$ cat config.mk
export PLATFORM = sky130hd
export DESIGN_NAME = pulse_frontend
export DESIGN_NICKNAME = d
export VERILOG_FILES = /design/src/rtl/pulse_frontend.sv
export SDC_FILE = /design/constraint.sdc
export NUM_CORES = 2
export LEC_CHECK = 0
export ABC_AREA = 1
export CORE_ASPECT_RATIO = 0.75
export CORE_MARGIN = 3
export CORE_UTILIZATION = 55
export DETAILED_ROUTE_END_ITERATION = 7
export PLACE_DENSITY = 0.76
export SETUP_SLACK_MARGIN = 0.3
export SLEW_MARGIN = 10
export SYNTH_ARGS = -nofsm -noshare
export SYNTH_HDL_FRONTEND = slang
export SYNTH_SLANG_ARGS = --single-unit
$ cat constraint.sdc
create_clock -name clk -period 2.4 [get_ports clk]
set_input_delay 0.6 -clock clk [delete_from_list [all_inputs] [get_ports clk]]
set_output_delay 0.6 -clock clk [all_outputs]
set_load 0.05 [all_outputs]
$ cat src/rtl/pulse_frontend.sv
// pulse_frontend: N-channel detector front end with sync, dead time, programmable delay and snapshot counters
module pulse_frontend #(
  parameter int NUM_INPUTS       = 12,
  parameter int SYNC_STAGES      = 2,
  parameter int INPUT_ACTIVE_LOW = 1,
  parameter int MAX_DELAY        = 15,
  parameter int DELAY_W          = 4,
  parameter int DEADTIME         = 4,
  parameter int COUNT_W          = 24,
  parameter int CH_W             = 4
) (
  input  logic                          clk,
  input  logic                          rst,
  input  logic [NUM_INPUTS-1:0]         pulse_in,
  input  logic                          cfg_we,
  input  logic [CH_W-1:0]               cfg_ch,
  input  logic [DELAY_W-1:0]            cfg_delay,
  input  logic                          count_latch,
  output logic [NUM_INPUTS-1:0]         pulse_out,
  output logic [NUM_INPUTS*COUNT_W-1:0] counts,
  output logic                          counts_valid
);
  localparam int DT_W = $clog2(DEADTIME + 2);
  localparam logic INACTIVE = INPUT_ACTIVE_LOW != 0;
  logic [SYNC_STAGES-1:0] sync_q [NUM_INPUTS];
  logic [SYNC_STAGES-1:0] sync_d [NUM_INPUTS];
  logic [NUM_INPUTS-1:0]  s, a, prev_q, prev_d, acc_q, acc_d;
  logic [DT_W-1:0]        dt_q [NUM_INPUTS];
  logic [DT_W-1:0]        dt_d [NUM_INPUTS];
  logic [MAX_DELAY-1:0]   line_q [NUM_INPUTS];
  logic [MAX_DELAY-1:0]   line_d [NUM_INPUTS];
  logic [MAX_DELAY:0]     tap [NUM_INPUTS];
  logic [DELAY_W-1:0]     dly_q [NUM_INPUTS];
  logic [DELAY_W-1:0]     dly_d [NUM_INPUTS];
  logic [COUNT_W-1:0]     cnt_q [NUM_INPUTS];
  logic [COUNT_W-1:0]     cnt_d [NUM_INPUTS];
  logic [COUNT_W-1:0]     snap_q [NUM_INPUTS];
  logic [COUNT_W-1:0]     snap_d [NUM_INPUTS];
  logic [COUNT_W-1:0]     inc [NUM_INPUTS];
  logic                   counts_valid_q, counts_valid_d;
  always_comb begin
    pulse_out = '0;
    counts = '0;
    s = '0;
    a = '0;
    prev_d = '0;
    acc_d = '0;
    for (int i = 0; i < NUM_INPUTS; i++) begin
      sync_d[i] = SYNC_STAGES'({sync_q[i], pulse_in[i]});
      s[i] = sync_q[i][SYNC_STAGES-1] ^ INACTIVE;
      a[i] = s[i] & ~prev_q[i] & (dt_q[i] == '0);
      prev_d[i] = s[i];
      acc_d[i] = a[i];
      dt_d[i] = a[i] ? DT_W'(DEADTIME) : dt_q[i] - DT_W'(dt_q[i] != '0);
      tap[i] = {line_q[i], acc_q[i]};
      line_d[i] = tap[i][MAX_DELAY-1:0];
      pulse_out[i] = tap[i][dly_q[i]];
      dly_d[i] = (cfg_we && 32'(cfg_ch) == i)
               ? ((cfg_delay > DELAY_W'(MAX_DELAY)) ? DELAY_W'(MAX_DELAY) : cfg_delay)
               : dly_q[i];
      inc[i] = (cnt_q[i] == '1) ? cnt_q[i] : cnt_q[i] + COUNT_W'(a[i]);
      cnt_d[i] = count_latch ? '0 : inc[i];
      snap_d[i] = count_latch ? inc[i] : snap_q[i];
      counts[i*COUNT_W +: COUNT_W] = snap_q[i];
    end
    counts_valid_d = count_latch;
    counts_valid = counts_valid_q;
  end
  always_ff @(posedge clk) begin
    if (rst) begin
      for (int i = 0; i < NUM_INPUTS; i++) begin
        sync_q[i] <= {SYNC_STAGES{INACTIVE}};
        dt_q[i] <= '0;
        line_q[i] <= '0;
        dly_q[i] <= '0;
        cnt_q[i] <= '0;
        snap_q[i] <= '0;
      end
      prev_q <= '0;
      acc_q <= '0;
      counts_valid_q <= 1'b0;
    end else begin
      for (int i = 0; i < NUM_INPUTS; i++) begin
        sync_q[i] <= sync_d[i];
        dt_q[i] <= dt_d[i];
        line_q[i] <= line_d[i];
        dly_q[i] <= dly_d[i];
        cnt_q[i] <= cnt_d[i];
        snap_q[i] <= snap_d[i];
      end
      prev_q <= prev_d;
      acc_q <= acc_d;
      counts_valid_q <= counts_valid_d;
    end
  end
endmodule

# Word-level counts from Yosys, hierarchy flattened
# Memory sizes are Yosys's and may differ from the RTL's.
# Index checks and enable logic that the tools add are counted.
[word_totals] regBits=25 ram_bits=864 input_bits=24 out_inout_bits=301 wordCells=386 mem_count=6
[op_classes] addsub=24 order_cmp=13 eq_ne=23 muxes=160 bitwise=120 n_reduce_logical=37
[memory_table] name="cnt_q" words=12 word_bits=24 rd=12 rd_ports_with_merged_regs=0 write_ports=12 line_no="35" source="logic [COUNT_W-1:0] cnt_q [NUM_INPUTS];"
[memory_table] name="snap_q" words=12 word_bits=24 rd=12 rd_ports_with_merged_regs=0 write_ports=12 line_no="37" source="logic [COUNT_W-1:0] snap_q [NUM_INPUTS];"
[memory_table] name="line_q" words=12 word_bits=15 rd=12 rd_ports_with_merged_regs=0 write_ports=12 line_no="30" source="logic [MAX_DELAY-1:0] line_q [NUM_INPUTS];"
[memory_table] name="dly_q" words=12 word_bits=4 rd=12 rd_ports_with_merged_regs=0 write_ports=12 line_no="33" source="logic [DELAY_W-1:0] dly_q [NUM_INPUTS];"
[memory_table] name="dt_q" words=12 word_bits=3 rd=12 rd_ports_with_merged_regs=0 write_ports=12 line_no="28" source="logic [DT_W-1:0] dt_q [NUM_INPUTS];"
[memory_table] name="sync_q" words=12 word_bits=2 rd=12 rd_ports_with_merged_regs=0 write_ports=12 line_no="25" source="logic [SYNC_STAGES-1:0] sync_q [NUM_INPUTS];"
[ops] cell="$mux 24" n=60
[ops] cell="$add 24x1->24" n=12
[ops] cell="$eq 24x24->1 const B" n=12
[ops] cell="$mux 15" n=12
[ops] cell="$mux 4" n=25
[ops] cell="$mux 3" n=24
[ops] cell="$or 1x1->1" n=72
[ops] cell="$lt 4x5->1 const B" n=12
[ops] cell="$bmux 1 s4" n=12
[ops] cell="$logic_not 3->1" n=12
[ops] cell="$reduce_bool 3->1" n=12
[ops] cell="$sub 3x1->3" n=12
[ops] cell="$and 1x1->1" n=24
[ops] cell="$mux 2" n=12
[ops] cell="$not 1->1" n=24
[ops] cell="$eq 4x3->1 const B" n=4
[ops] cell="$eq 4x4->1 const B" n=4
[ops] cell="$mux 1" n=15
[ops] cell="$logic_and 1x1->1" n=12
[ops] cell="$eq 4x2->1 const B" n=2
[ops] cell="$eq 4x1->1 const B" n=1
[ops] cell="$gt 4x4->1 const B" n=1
[ops] cell="$logic_not 4->1" n=1

# Longest topological paths before layout
[logic_depth] word_depth=7 mapped_depth=15 mapped_depth_nobuf=15

# Least setup slack after synthesis
# Ideal clock, no wire load.
[synth_path] path_kind="register to output" from="mem dly_q[11][0], in the netlist dly_q[2][12]" to="out pulse_out[11]" arrival_ns=2.022 t_required_ns=1.800 slack_ns=-0.222 path_stages_with_launch=7 path_buffers=2 path_cell_list="dfxtp_1 > clkbuf_1 > buf_2 > o211ai_1 > nand3_1 > nand2_1 > o21ai_0"
[synth_rtl] element="from (decl)" line_no="33"
[synth_rtl] element="to (decl)" line_no="19" source="output logic [NUM_INPUTS-1:0] pulse_out,"

==> results.toml <==
[status]
status = "finished, violations left"
violations = "negative setup slack"

[power]
powerDensity_nw_per_um2 = 659.2
ir_worst_vdd_v = 0.0004629
power_w = 0.03149
leakagePower_nw = 20.05

[grt]
grt_max_degree = 134
grt_pass1_vias = 32450
antenna_found_initial = 1
grt_pass1_wl_um = 163700
grt_overflow = 0
track_usage = 0.2663

[timing]
fmax_ghz = 0.4092
tightest_slew_ns = 0.5770
rsz0062_at_grt = "yes"
finalSetupViolations = 3
post-route-period-util = 1.018
finClkSkew_ns = 0.01670
hold_violations = 0
setup_ws_ns = -0.04387
maxSlewViolCount = 0
fin_crit_ns = 2.444
setup_tns_ns = -0.07749
maxSlewHeadroom = 0.6153

[critical_path]
worst_path_max_delay_cell = "dfxtp_4"
endpoint_kind = "primary output"
reg2reg_setup_slack_ns = 0.39
path_class = "reg -> out"
worstPathArrival_ns = 1.84
path_cells = "buf_6, a21oi_2, o21ai_1, nand3_1, nand2_2, o21ai_4, buf_12"
critPathLaunchType = "flip-flop"
r2r_start = "dt_q[1][8]$_SDFF_PP0_"
path_max_fanout = 6
rr_worst_depth = 16
crit_required_ns = 1.80
reg2reg_to = "snap_q[1][56]$_SDFFE_PP0P_"
cp_slowest_stage_delay_ns = 0.37

[synthesis]
ys_warn_count = 0
synthTopCellsByArea = "dfxtp_1 (46%), nand2_1 (18%), inv_1 (6.9%), nor2_1 (6.3%), nand3_1 (4.9%)"
synth_seq_cells = 889
avgSynthCellArea_um2 = 6.955
ys_seq_area_frac = 0.4620
yosysTopAreaCell = "dfxtp_1"
ys.flop_type = "dfxtp_1"
synth_edf_count = 0
syn_inst = 5539
synth_async_sr_flop_share = 0
syn_nets = 5623
synth_area_um2 = 38520
synth_top_area_frac = 0.4620
ys_types = 32

[finish]
layout_common_cells = "nand2_1 (1823), dfxtp_1 (860), inv_1 (677)"
nFillCells = 5669
final_common_cell = "nand2_1"
areaGrowthSynthToFinish_pct = 23.98
post-route-util = 0.6937
final_nets = 5944
finalNonFillerCells = 6864
stdcell_area_um2 = 47760
drive_gt1_frac = 0.1589

[drt]
ant_nets = 0
drt_wl_total_um = 102300
vias = 35080
post-route-drc-count = 0
first_iter_violations = 2698
dr.pass1.iters = 7
wire_per_inst_um = 14.90
viasPerCell = 5.110

[floorplanning]
die_h_um = 235.2
fp.dieArea_um2 = 73280
start_util = 0.5595
num_io_pins = 325
fp-row-count = 83
die_x_um = 311.6
core_area_um2 = 68850

[placed_design]
place_area_um2 = 42770
placed_cells_incl_taps = 6660
io_buffer_count = 324
dp_hpwl_um = 70370
gp_congestion = 0.9141

[job]
max_cap_viol_count = 0

[cts]
clk_latency_ns = 0.65
cts.sinks = 889
h-tree-depth = 3
cts_buffer_depth = 3
clockRootBuffer = "clkbuf_16"
clk_transition_reported_paths_ns = 0.06
cts_buffers = 86
cts_tree = "done"
hold_buffers = 0

[hold_path]
hold_start = "rst"
holdPathStages = 2
hold_class = "in -> reg"
min_to = "dt_q[1][2]$_SDFF_PP0_"
## per-stage QoR
| stage | hold WS (ns) | setup slack [ns] |
|---|---|---|
| floorplan | 0.3859 | 0.3613 |
| global placement | 0.3913 | 0.1757 |
| detailed placement | 0.3936 | 0.1382 |
| CTS | 0.3087 | -0.02557 |
| global route | 0.3374 | -0.1230 |
| finish | 0.3485 | -0.04387 |
## cell usage after synthesis, drive strengths merged, types with 34 or more instances
library cell	count
nand2	1902
inv	709
a31oi	71
a21oi	183
xnor2	48
o211ai	34
ha	60
or2	48
nand4	82
clkbuf	99
nor2	695
nand3	396
buf	100
dfxtp	889
o21ai	179
## what timing repair did
action | CTS | global route
endpoints found under the setup margin | 449 | 312
setup buffers | 10 | 36
resized for setup | 1004 | 311
gates cloned | 0 | 1
pin swaps | 40 | 108
## cells by family after synthesis
| group | share of synthesized area |
|---|---|
| and+or+nand+nor | 0.3415 |
| buffers and inverters | 0.09526 |
| DFF | 0.4620 |
| AOI/OAI and AO/OA | 0.06519 |
| xor gates and xnor gates | 0.01660 |
| adders and majority gates | 0.01949 |
## metal layers
| layer | share of wire | wire length [µm] | global-route usage | up-vias |
|---|---|---|---|---|
| li1 | - | - | - | 17810 |
| met1 | 0.48 | 48590 | 0.3829 | 16160 |
| met3 | 0.061 | 6267 | 0.04770 | 171 |
| met4 | 0.028 | 2832 | 0.08055 | 0 |
| met2 | 0.44 | 44580 | 0.4082 | 938 |
| met5 | 0 | 0 | 0 | - |
## power breakdown
part	leakage (nW)	switching, W	internal (W)
Combinational	11.4	0.00136	0.000953
Clock	1.44	0.00585	0.00807
Sequential	7.19	0.000190	0.0151
Total	20.1	0.00739	0.0241
## flip-flops by register name, indices dropped and copies added (netlist names)
register,cells
sync_q,24
snap_q,288
cnt_q,288
acc_q,12
dt_q,36
prev_q,12
line_q,180
dly_q,48
counts_valid,1
## area by class of cell
cell class	instances	area, µm²	share of cell area
Timing Repair Buffer	431	4827	0.1011
Clock inverter	35	361.6	0.007571
Clock buffer	121	2547	0.05334
Inverter	710	2685	0.05622
Antenna cell	1	2.502	0.00005239
Multi-Input combinational cell	3742	18300	0.3832
Sequential cell	889	17870	0.3741
Tap cell	935	1170	0.02449
## critical path, delay by kind of cell (launching register included)
| kind | cells | cell delay [ns] |
|---|---|---|
| buffers and inverters | 2 | 0.30 |
| AO/OA/AOI/OAI | 3 | 0.37 |
| flip-flops | 1 | 0.37 |
| AND/OR/NAND/NOR | 2 | 0.16 |
## how the worst max path moves through the flow
stage	slack [ns]	end	start	depth (start not counted)
2_1_floorplan	0.36	pulse_out[10]	dly_q[2][8]$_SDFFE_PP0P_	6
3_3_place_gp	0.18	snap_q[1][15]$_SDFFE_PP0P_	dt_q[1][2]$_SDFF_PP0_	13
3_5_place_dp	0.14	snap_q[0][85]$_SDFFE_PP0P_	dt_q[0][9]$_SDFF_PP0_	13
4_1_cts	-0.03	pulse_out[6]	dly_q[1][8]$_SDFFE_PP0P_	7
5_1_grt	-0.12	pulse_out[5]	dly_q[1][4]$_SDFFE_PP0P_	8
6_report	-0.04	pulse_out[6]	dly_q[1][8]$_SDFFE_PP0P_	7
No activity file was read; power rests on OpenSTA's default activity.
